$ cat src/rtl/pool_pkg.sv
// Shared definitions for the 2x2 max-pool packer: frame geometry, derived
// counter widths, the pixel type, the FSM state encoding and a signed max.
package pool_pkg;

  localparam int DATA_W  = 16;
  localparam int IN_W    = 28;
  localparam int IN_H    = 28;
  localparam int LANES   = 4;
  localparam int POOL_W  = IN_W / 2;
  localparam int POOL_H  = IN_H / 2;
  localparam int BUNDLES = POOL_W * POOL_H / LANES;

  localparam int COL_W  = $clog2(IN_W);
  localparam int ROW_W  = $clog2(IN_H);
  localparam int PIX_W  = $clog2(POOL_W);
  localparam int PACK_W = (LANES > 1) ? $clog2(LANES) : 1;

  typedef logic signed [DATA_W-1:0] pix_t;

  typedef enum logic [1:0] {
    IDLE  = 2'd0,
    RUN   = 2'd1,
    FLUSH = 2'd2
  } state_t;

  // Signed maximum; on a tie either operand is correct since they are equal.
  function automatic pix_t smax(input pix_t a, input pix_t b);
    pix_t m;
    if (a > b) begin
      m = a;
    end else begin
      m = b;
    end
    return m;
  endfunction

endpackage

$ cat src/rtl/pool_max_packer_if.sv
// Stream-in / bundle-out bus of the max-pool packer. The producer side
// (conv stream source, pooled-buffer sink) uses master; the packer uses slave.
interface pool_max_packer_if;
  import pool_pkg::*;

  logic              start;
  logic              conv_valid;
  logic [DATA_W-1:0] conv_data;
  logic              pool_write_en;
  logic [DATA_W-1:0] pool_data0;
  logic [DATA_W-1:0] pool_data1;
  logic [DATA_W-1:0] pool_data2;
  logic [DATA_W-1:0] pool_data3;
  logic              pool_busy;
  logic              frame_done;

  modport master (
    output start, conv_valid, conv_data,
    input  pool_write_en, pool_data0, pool_data1, pool_data2, pool_data3,
           pool_busy, frame_done
  );

  modport slave (
    input  start, conv_valid, conv_data,
    output pool_write_en, pool_data0, pool_data1, pool_data2, pool_data3,
           pool_busy, frame_done
  );

endinterface

$ cat src/rtl/pool_line_buf.sv
// One pooled-row line buffer: holds the horizontal maxima of an even conv row
// so the following odd row can finish each 2x2 window. Contents need no reset
// because every entry is written on the even row before the odd row reads it.
module pool_line_buf import pool_pkg::*; #(
  parameter int DEPTH = POOL_W,
  parameter int AW    = PIX_W
) (
  input  logic          clk,
  input  logic          we,
  input  logic [AW-1:0] waddr,
  input  pix_t          wdata,
  input  logic [AW-1:0] raddr,
  output pix_t          rdata
);

  pix_t mem [DEPTH];

  // Store the even-row horizontal max for its pooled column.
  always_ff @(posedge clk) begin
    if (we) begin
      mem[waddr] <= wdata;
    end
  end

  assign rdata = mem[raddr];

endmodule

$ cat src/rtl/pool_max_packer.sv
// 2x2 signed max-pool over a raster conv stream, packing LANES pooled values
// into one write bundle. Optional macro POOL_RELU_EN clamps negative pooled
// values to zero before they enter a lane.
module pool_max_packer import pool_pkg::*; (
  input  logic               clk,
  input  logic               reset,
  pool_max_packer_if.slave   bus
);

  state_t            state_r;
  state_t            state_next_s;
  logic [COL_W-1:0]  col_r;
  logic [ROW_W-1:0]  row_r;
  logic [PACK_W-1:0] pack_r;
  pix_t              h_reg_r;
  pix_t              lane_r [LANES-1];
  pix_t              out_r  [LANES];
  logic              write_en_r;
  logic              done_r;
  logic              busy_r;

  logic              accept_s;
  logic              start_frame_s;
  logic              last_col_s;
  logic              last_pix_s;
  logic              lb_we_s;
  logic [PIX_W-1:0]  lb_addr_s;
  pix_t              hmax_s;
  pix_t              lb_rdata_s;
  pix_t              pmax_s;
  pix_t              pooled_s;

  assign accept_s      = (state_r == RUN) && bus.conv_valid;
  assign start_frame_s = (state_r == IDLE) && bus.start;
  assign last_col_s    = (col_r == COL_W'(IN_W - 1));
  assign last_pix_s    = last_col_s && (row_r == ROW_W'(IN_H - 1));
  assign lb_addr_s     = PIX_W'(col_r >> 1);
  assign hmax_s        = smax(h_reg_r, bus.conv_data);
  assign lb_we_s       = accept_s && col_r[0] && !row_r[0];
  assign pmax_s        = smax(lb_rdata_s, hmax_s);

`ifdef POOL_RELU_EN
  assign pooled_s = pmax_s[DATA_W-1] ? pix_t'('0) : pmax_s;
`else
  assign pooled_s = pmax_s;
`endif

  pool_line_buf u_line_buf (
    .clk   (clk),
    .we    (lb_we_s),
    .waddr (lb_addr_s),
    .wdata (hmax_s),
    .raddr (lb_addr_s),
    .rdata (lb_rdata_s)
  );

  // FSM state register.
  always_ff @(posedge clk or negedge reset) begin
    if (!reset) begin
      state_r <= IDLE;
    end else begin
      state_r <= state_next_s;
    end
  end

  // Next-state: frame starts on start, ends on the last accepted pixel, then one flush cycle.
  always_comb begin
    state_next_s = state_r;
    case (state_r)
      IDLE: begin
        if (bus.start) begin
          state_next_s = RUN;
        end else begin
          state_next_s = IDLE;
        end
      end
      RUN: begin
        if (accept_s && last_pix_s) begin
          state_next_s = FLUSH;
        end else begin
          state_next_s = RUN;
        end
      end
      FLUSH:   state_next_s = IDLE;
      default: state_next_s = IDLE;
    endcase
  end

  // Raster counters, horizontal latch, lane packing and registered bundle outputs.
  always_ff @(posedge clk or negedge reset) begin
    if (!reset) begin
      col_r      <= '0;
      row_r      <= '0;
      pack_r     <= '0;
      h_reg_r    <= '0;
      write_en_r <= 1'b0;
      done_r     <= 1'b0;
      busy_r     <= 1'b0;
      for (int i = 0; i < LANES - 1; i++) lane_r[i] <= '0;
      for (int i = 0; i < LANES; i++)     out_r[i]  <= '0;
    end else begin
      write_en_r <= 1'b0;
      done_r     <= 1'b0;
      busy_r     <= (state_next_s != IDLE);
      if (start_frame_s) begin
        col_r  <= '0;
        row_r  <= '0;
        pack_r <= '0;
      end else if (accept_s) begin
        if (last_col_s) begin
          col_r <= '0;
          if (row_r == ROW_W'(IN_H - 1)) begin
            row_r <= '0;
          end else begin
            row_r <= row_r + ROW_W'(1);
          end
        end else begin
          col_r <= col_r + COL_W'(1);
        end
        if (!col_r[0]) begin
          h_reg_r <= bus.conv_data;
        end else if (row_r[0]) begin
          if (pack_r == PACK_W'(LANES - 1)) begin
            // Bundle complete: earlier lanes plus this value go out together.
            pack_r <= '0;
            for (int i = 0; i < LANES - 1; i++) out_r[i] <= lane_r[i];
            out_r[LANES-1] <= pooled_s;
            write_en_r     <= 1'b1;
            done_r         <= last_pix_s;
          end else begin
            lane_r[pack_r] <= pooled_s;
            pack_r         <= pack_r + PACK_W'(1);
          end
        end
      end
    end
  end

  assign bus.pool_write_en = write_en_r;
  assign bus.pool_data0    = out_r[0];
  assign bus.pool_data1    = out_r[1];
  assign bus.pool_data2    = out_r[2];
  assign bus.pool_data3    = out_r[3];
  assign bus.pool_busy     = busy_r;
  assign bus.frame_done    = done_r;

endmodule
$ cat src/flat_wrapper.sv
// flat-port wrapper written by rule: the top's interface ports become plain ports
module pool_max_packer_flat import pool_pkg::*;
  (clk, reset, bus_start, bus_conv_valid, bus_conv_data, bus_pool_write_en, bus_pool_data0, bus_pool_data1, bus_pool_data2, bus_pool_data3, bus_pool_busy, bus_frame_done);
  pool_max_packer_if bus_i ();
  input  logic clk;
  input  logic reset;
  input wire logic [$bits(bus_i.start)-1:0] bus_start;
  input wire logic [$bits(bus_i.conv_valid)-1:0] bus_conv_valid;
  input wire logic [$bits(bus_i.conv_data)-1:0] bus_conv_data;
  output wire logic [$bits(bus_i.pool_write_en)-1:0] bus_pool_write_en;
  output wire logic [$bits(bus_i.pool_data0)-1:0] bus_pool_data0;
  output wire logic [$bits(bus_i.pool_data1)-1:0] bus_pool_data1;
  output wire logic [$bits(bus_i.pool_data2)-1:0] bus_pool_data2;
  output wire logic [$bits(bus_i.pool_data3)-1:0] bus_pool_data3;
  output wire logic [$bits(bus_i.pool_busy)-1:0] bus_pool_busy;
  output wire logic [$bits(bus_i.frame_done)-1:0] bus_frame_done;
  assign bus_i.start = bus_start;
  assign bus_i.conv_valid = bus_conv_valid;
  assign bus_i.conv_data = bus_conv_data;
  assign bus_pool_write_en = bus_i.pool_write_en;
  assign bus_pool_data0 = bus_i.pool_data0;
  assign bus_pool_data1 = bus_i.pool_data1;
  assign bus_pool_data2 = bus_i.pool_data2;
  assign bus_pool_data3 = bus_i.pool_data3;
  assign bus_pool_busy = bus_i.pool_busy;
  assign bus_frame_done = bus_i.frame_done;
  pool_max_packer u_core (.clk(clk), .reset(reset), .bus(bus_i));
endmodule
$ cat config.mk
export PLATFORM = sky130hd
export DESIGN_NAME = pool_max_packer_flat
export DESIGN_NICKNAME = d
export VERILOG_FILES = /design/src/rtl/pool_pkg.sv /design/src/rtl/pool_max_packer_if.sv /design/src/rtl/pool_line_buf.sv /design/src/rtl/pool_max_packer.sv /design/src/flat_wrapper.sv
export SDC_FILE = /design/constraint.sdc
export NUM_CORES = 1
export LEC_CHECK = 0
export BUFFER_PORTS_ARGS = -buffer_cell sky130_fd_sc_hd__buf_2
export CAP_MARGIN = 20
export CELL_PAD_IN_SITES_DETAIL_PLACEMENT = 1
export CELL_PAD_IN_SITES_GLOBAL_PLACEMENT = 1
export CORE_ASPECT_RATIO = 0.7
export CORE_MARGIN = 2
export CORE_UTILIZATION = 52
export DETAILED_ROUTE_END_ITERATION = 8
export PLACE_DENSITY_LB_ADDON = 0.1
export SYNTH_ARGS = -nofsm -noshare
export SYNTH_HDL_FRONTEND = slang
export SYNTH_SLANG_ARGS = --single-unit
$ cat constraint.sdc
create_clock -name clk -period 5.4 [get_ports clk]
set_input_delay 0.81 -clock clk [delete_from_list [all_inputs] [get_ports clk]]
set_output_delay 0.81 -clock clk [all_outputs]
set_load 0.01 [all_outputs]
==> results by group <==
Status
  • Status: finished, final reports clean

Critical path
  • CP Buf/Inv Count: 4
  • Cells on worst reg2reg path: 12
  • Worst EP arrival: 5.33 ns
  • Worst Path Max Fanout: 16
  • CP required: 5.81 ns
  • CP Cell Sequence: buf_2 > inv_1 > ha_1 > and4_1 > nand3_1 > a21oi_1 > nand3b_1 > buf_4 > mux2_2 > ha_1 > a21oi_1 > o21ai_0 > a221o_1 > nor4_4 > or2_1 > buf_4 > o21ai_1 > mux2_2
  • Worst path depth: 18
  • Stage delay of the slowest cell on the critical path: 0.63 ns
  • Kind of critical path: in2reg
  • Crit start category: primary input
  • Worst path top cell family by delay: simple AND/OR/NAND/NOR gates
  • Crit end category: flop
  • Critical-path top delay cell: nor4_4

Clocking
  • Post-CTS setup buffers: 0
  • H-tree depth: 2
  • CTS resizes: 0
  • Root buffer cell: clkbuf_16
  • Cts bufs inserted: 36
  • Hold-fix buffers at CTS: 0
  • Reg clk slew, reported paths: 0.06 ns
  • Clock latency at the later pin of the worst-skew pair: 0.54 ns
  • Sink Count: 369
  • CTS Buffer Depth: 3
  • TritonCTS clock tree: yes

Synth
  • Synth Warn #: 0
  • Register area share after synthesis: 65.5%
  • Synth Cell Area: 15800 um^2
  • Synth top area share: 42.5%
  • Top cells by area, synth: edfxtp_1, dfrtp_1, mux4_2, mux2_2, nand2_1
  • Syn nets: 1076
  • Post-Syn Instances: 1018
  • Yosys top cell by area: edfxtp_1
  • Average size of a mapped cell: 15.5 um^2
  • FF+latch count, synth: 369
  • Distinct cells, synth: 47

Final layout
  • Area growth syn-to-layout: 15.0%
  • Nets: 1213
  • Antenna Cells: 0
  • Register area: 10400 um^2
  • Share of post-route cells with drive strength above 1: 33.2%
  • Fillers: 2853
  • Finished Cell Area: 18200 um^2
  • Multi-input gate area: 5090 um^2

Detailed routing
  • Vias: 9200
  • DR iter-0 viols: 730
  • Drt first pass iters: 7
  • DR vias/cell: 5.77
  • Wirelength per Cell: 24.7 um
  • Drc violations: 0
  • Detail Route Antenna Nets: 0
  • Post-Route WL: 39.4 mm

Die
  • Site row count: 53
  • Die Height: 150 um
  • Die area: 31900 um^2
  • IO Count: 87
  • Die width: 212 um
  • Core Region: 30000 um^2
  • Starting Density: 52.8%

GRT
  • Vias in the first global route: 9764
  • GRT overflow: 0
  • Initial antenna violation count: 0
  • First-pass GRT wire length: 59.9 mm
  • GRT Total Usage: 25.6%
  • Largest net degree at the start of global routing: 78

Pwr
  • Lkg Pwr: 7.65 nW
  • Clock power share: 23.2%
  • Net switching power: 3.98 mW
  • Internal power: 6.69 mW
  • Sequential power share: 35.5%
  • Power per standard cell area: 586 nW/um^2
  • Net Sw Frac: 37.3%
  • Max IR drop VDD: 0.470 mV
  • Comb pwr share: 41.4%
  • Total power: 10.7 mW

STA
  • RSZ-0062 raised after global routing: false
  • Max-slew violations: 0
  • Worst Tran Pin Value: 0.940 ns
  • Fin crit share: 91.0%
  • Final setup fails: 0
  • Tmin final: 4.91 ns
  • Final Hold Viols: 0
  • Final clock skew: 0.0201 ns
  • Fmax: 204 MHz
  • Slew margin rel.: 37.2%

Placed design
  • Port bufs: 86
  • GPL Wtd Cong: 0.842
  • Post-DP HPWL: 26.4 mm
  • DP Area: 17000 um^2

Min path
  • HP Class: in2async

Job
  • Max Cap Violations: 0
==> final timing paths <==
kind                                   start                        to  slack [ns]
max                        bus_conv_data[14]          u_core.lane_r[2]        0.49
min in group clk           u_core.state_r[1]      u_core.bus.pool_busy        0.46
max reg2reg                  u_core.col_r[1]          u_core.lane_r[2]        0.50
min reg2reg                u_core.state_r[1]      u_core.bus.pool_busy        0.46
max in group asynchronous              reset  u_core.bus.pool_data0[9]        4.05
min                                    reset  u_core.bus.pool_data1[8]        0.31
==> synth_stat cells (all sizes together) <==
cell	instances
or2	2
nand2	171
nand3	9
o31ai	1
a21boi	1
nor4	1
or3	2
mux4	63
nand3b	2
a41o	1
and4	3
inv	38
mux2	110
a211oi	1
nor3b	2
a221o	1
nand4	6
clkbuf	23
and3	1
nand4b	4
a21oi	20
nor2b	2
o311a	1
edfxtp	224
nor2	29
and2	2
dfrtp	145
nand2b	3
a21o	1
o21ai	42
a22o	2
a221oi	1
o211ai	1
a31oi	1
mux2i	34
buf	23
nor3	7
ha	38
==> power groups by stage <==
stage / clock network, mW / registers, mW / logic [mW]
finish: 2.47 / 3.78 / 4.42
global route: 2.62 / 3.81 / 4.76
CTS: 2.52 / 3.80 / 4.38
detailed placement: 0 / 3.85 / 4.34
global placement: 0 / 3.84 / 4.20
floorplan: 0 / 3.71 / 2.95
==> layer usage <==
| metal | global-route usage (%) | wire (um) | vias up |
|---|---|---|---|
| met5 | 0 | 0 | - |
| met4 | 5.52 | 555 | 0 |
| met3 | 3.74 | 1710 | 46 |
| met2 | 39.9 | 18200 | 214 |
| met1 | 38.5 | 19000 | 4893 |
| li1 | - | - | 4047 |
==> logic make-up after synthesis <==
group	count (synthesis)	share of synthesized area (%)
flip-flops	369	65.5
AO/OA/AOI/OAI	74	3.42
multiplexers	207	19.0
AND/OR/NAND/NOR	246	6.62
adder cells (fa/ha/maj)	38	3.01
buffers and inverters	84	2.54
==> registers in the layout (all words and copies together) (netlist names) <==
name and count:
u_core.bus.pool_write_en 1, u_core.pack_r 2, u_core.bus.frame_done 1, u_core.bus.pool_data0 16, u_core.row_r 5, u_core.u_line_buf.mem 224, u_core.bus.pool_data3 16, u_core.col_r 5
u_core.bus.pool_data2 16, u_core.state_r 2, u_core.bus.pool_data1 16, u_core.h_reg_r 16, u_core.bus.pool_busy 1, u_core.lane_r 48
==> stage by stage <==
stage / util (%) / TNS (ns) / worst slack, ns / hold slack, ns / instances
3_3_place_gp: 56.7 / -0.165 / -0.0429 / 0.438 / 1528
4_1_cts: 60.6 / 0 / 0.145 / 0.337 / 1593
5_1_grt: 60.7 / 0 / 0.217 / 0.355 / 1594
2_1_floorplan: - / 0 / 0.853 / 0.416 / 1018
3_5_place_dp: 56.7 / -12.09 / -0.323 / 0.438 / 1528
6_report: 60.7 / 0 / 0.487 / 0.311 / 1594
==> final cells by class <==
type | instances | area share, %
Sequential cell | 369 | 56.9
Inverter | 38 | 0.784
Clock inverter | 17 | 0.619
Timing Repair Buffer | 145 | 5.08
Tap cell | 412 | 2.83
Clock buffer | 48 | 5.77
Multi-Input combinational cell | 565 | 28.0
==> placed cells by master (no fill, tap or decap), types with 2 or more instances in the layout <==
master and n:
clkbuf_1 5, nand3b_1 2, dfrtp_1 143, nor3b_1 2, mux2_2 110, a21oi_1 20
o21ai_0 15, a22o_1 2, nand4b_1 4, nand2_1 170, mux4_2 63, buf_2 85
clkinv_2 5, o21ai_1 15, nand4_1 6, clkinv_1 9, inv_2 2, and2_1 2
clkbuf_8 4, buf_12 2, ha_1 38, buf_4 56, nand2b_1 3, edfxtp_1 224
and4_1 3, o21ai_4 11, nor2_1 29, nor3_2 4, clkbuf_16 39, nor3_1 3
nand3_1 9, or3_1 2, inv_1 36, nor2b_1 2, mux2i_1 34
Note: power is estimated with default switching activity, not from simulation.
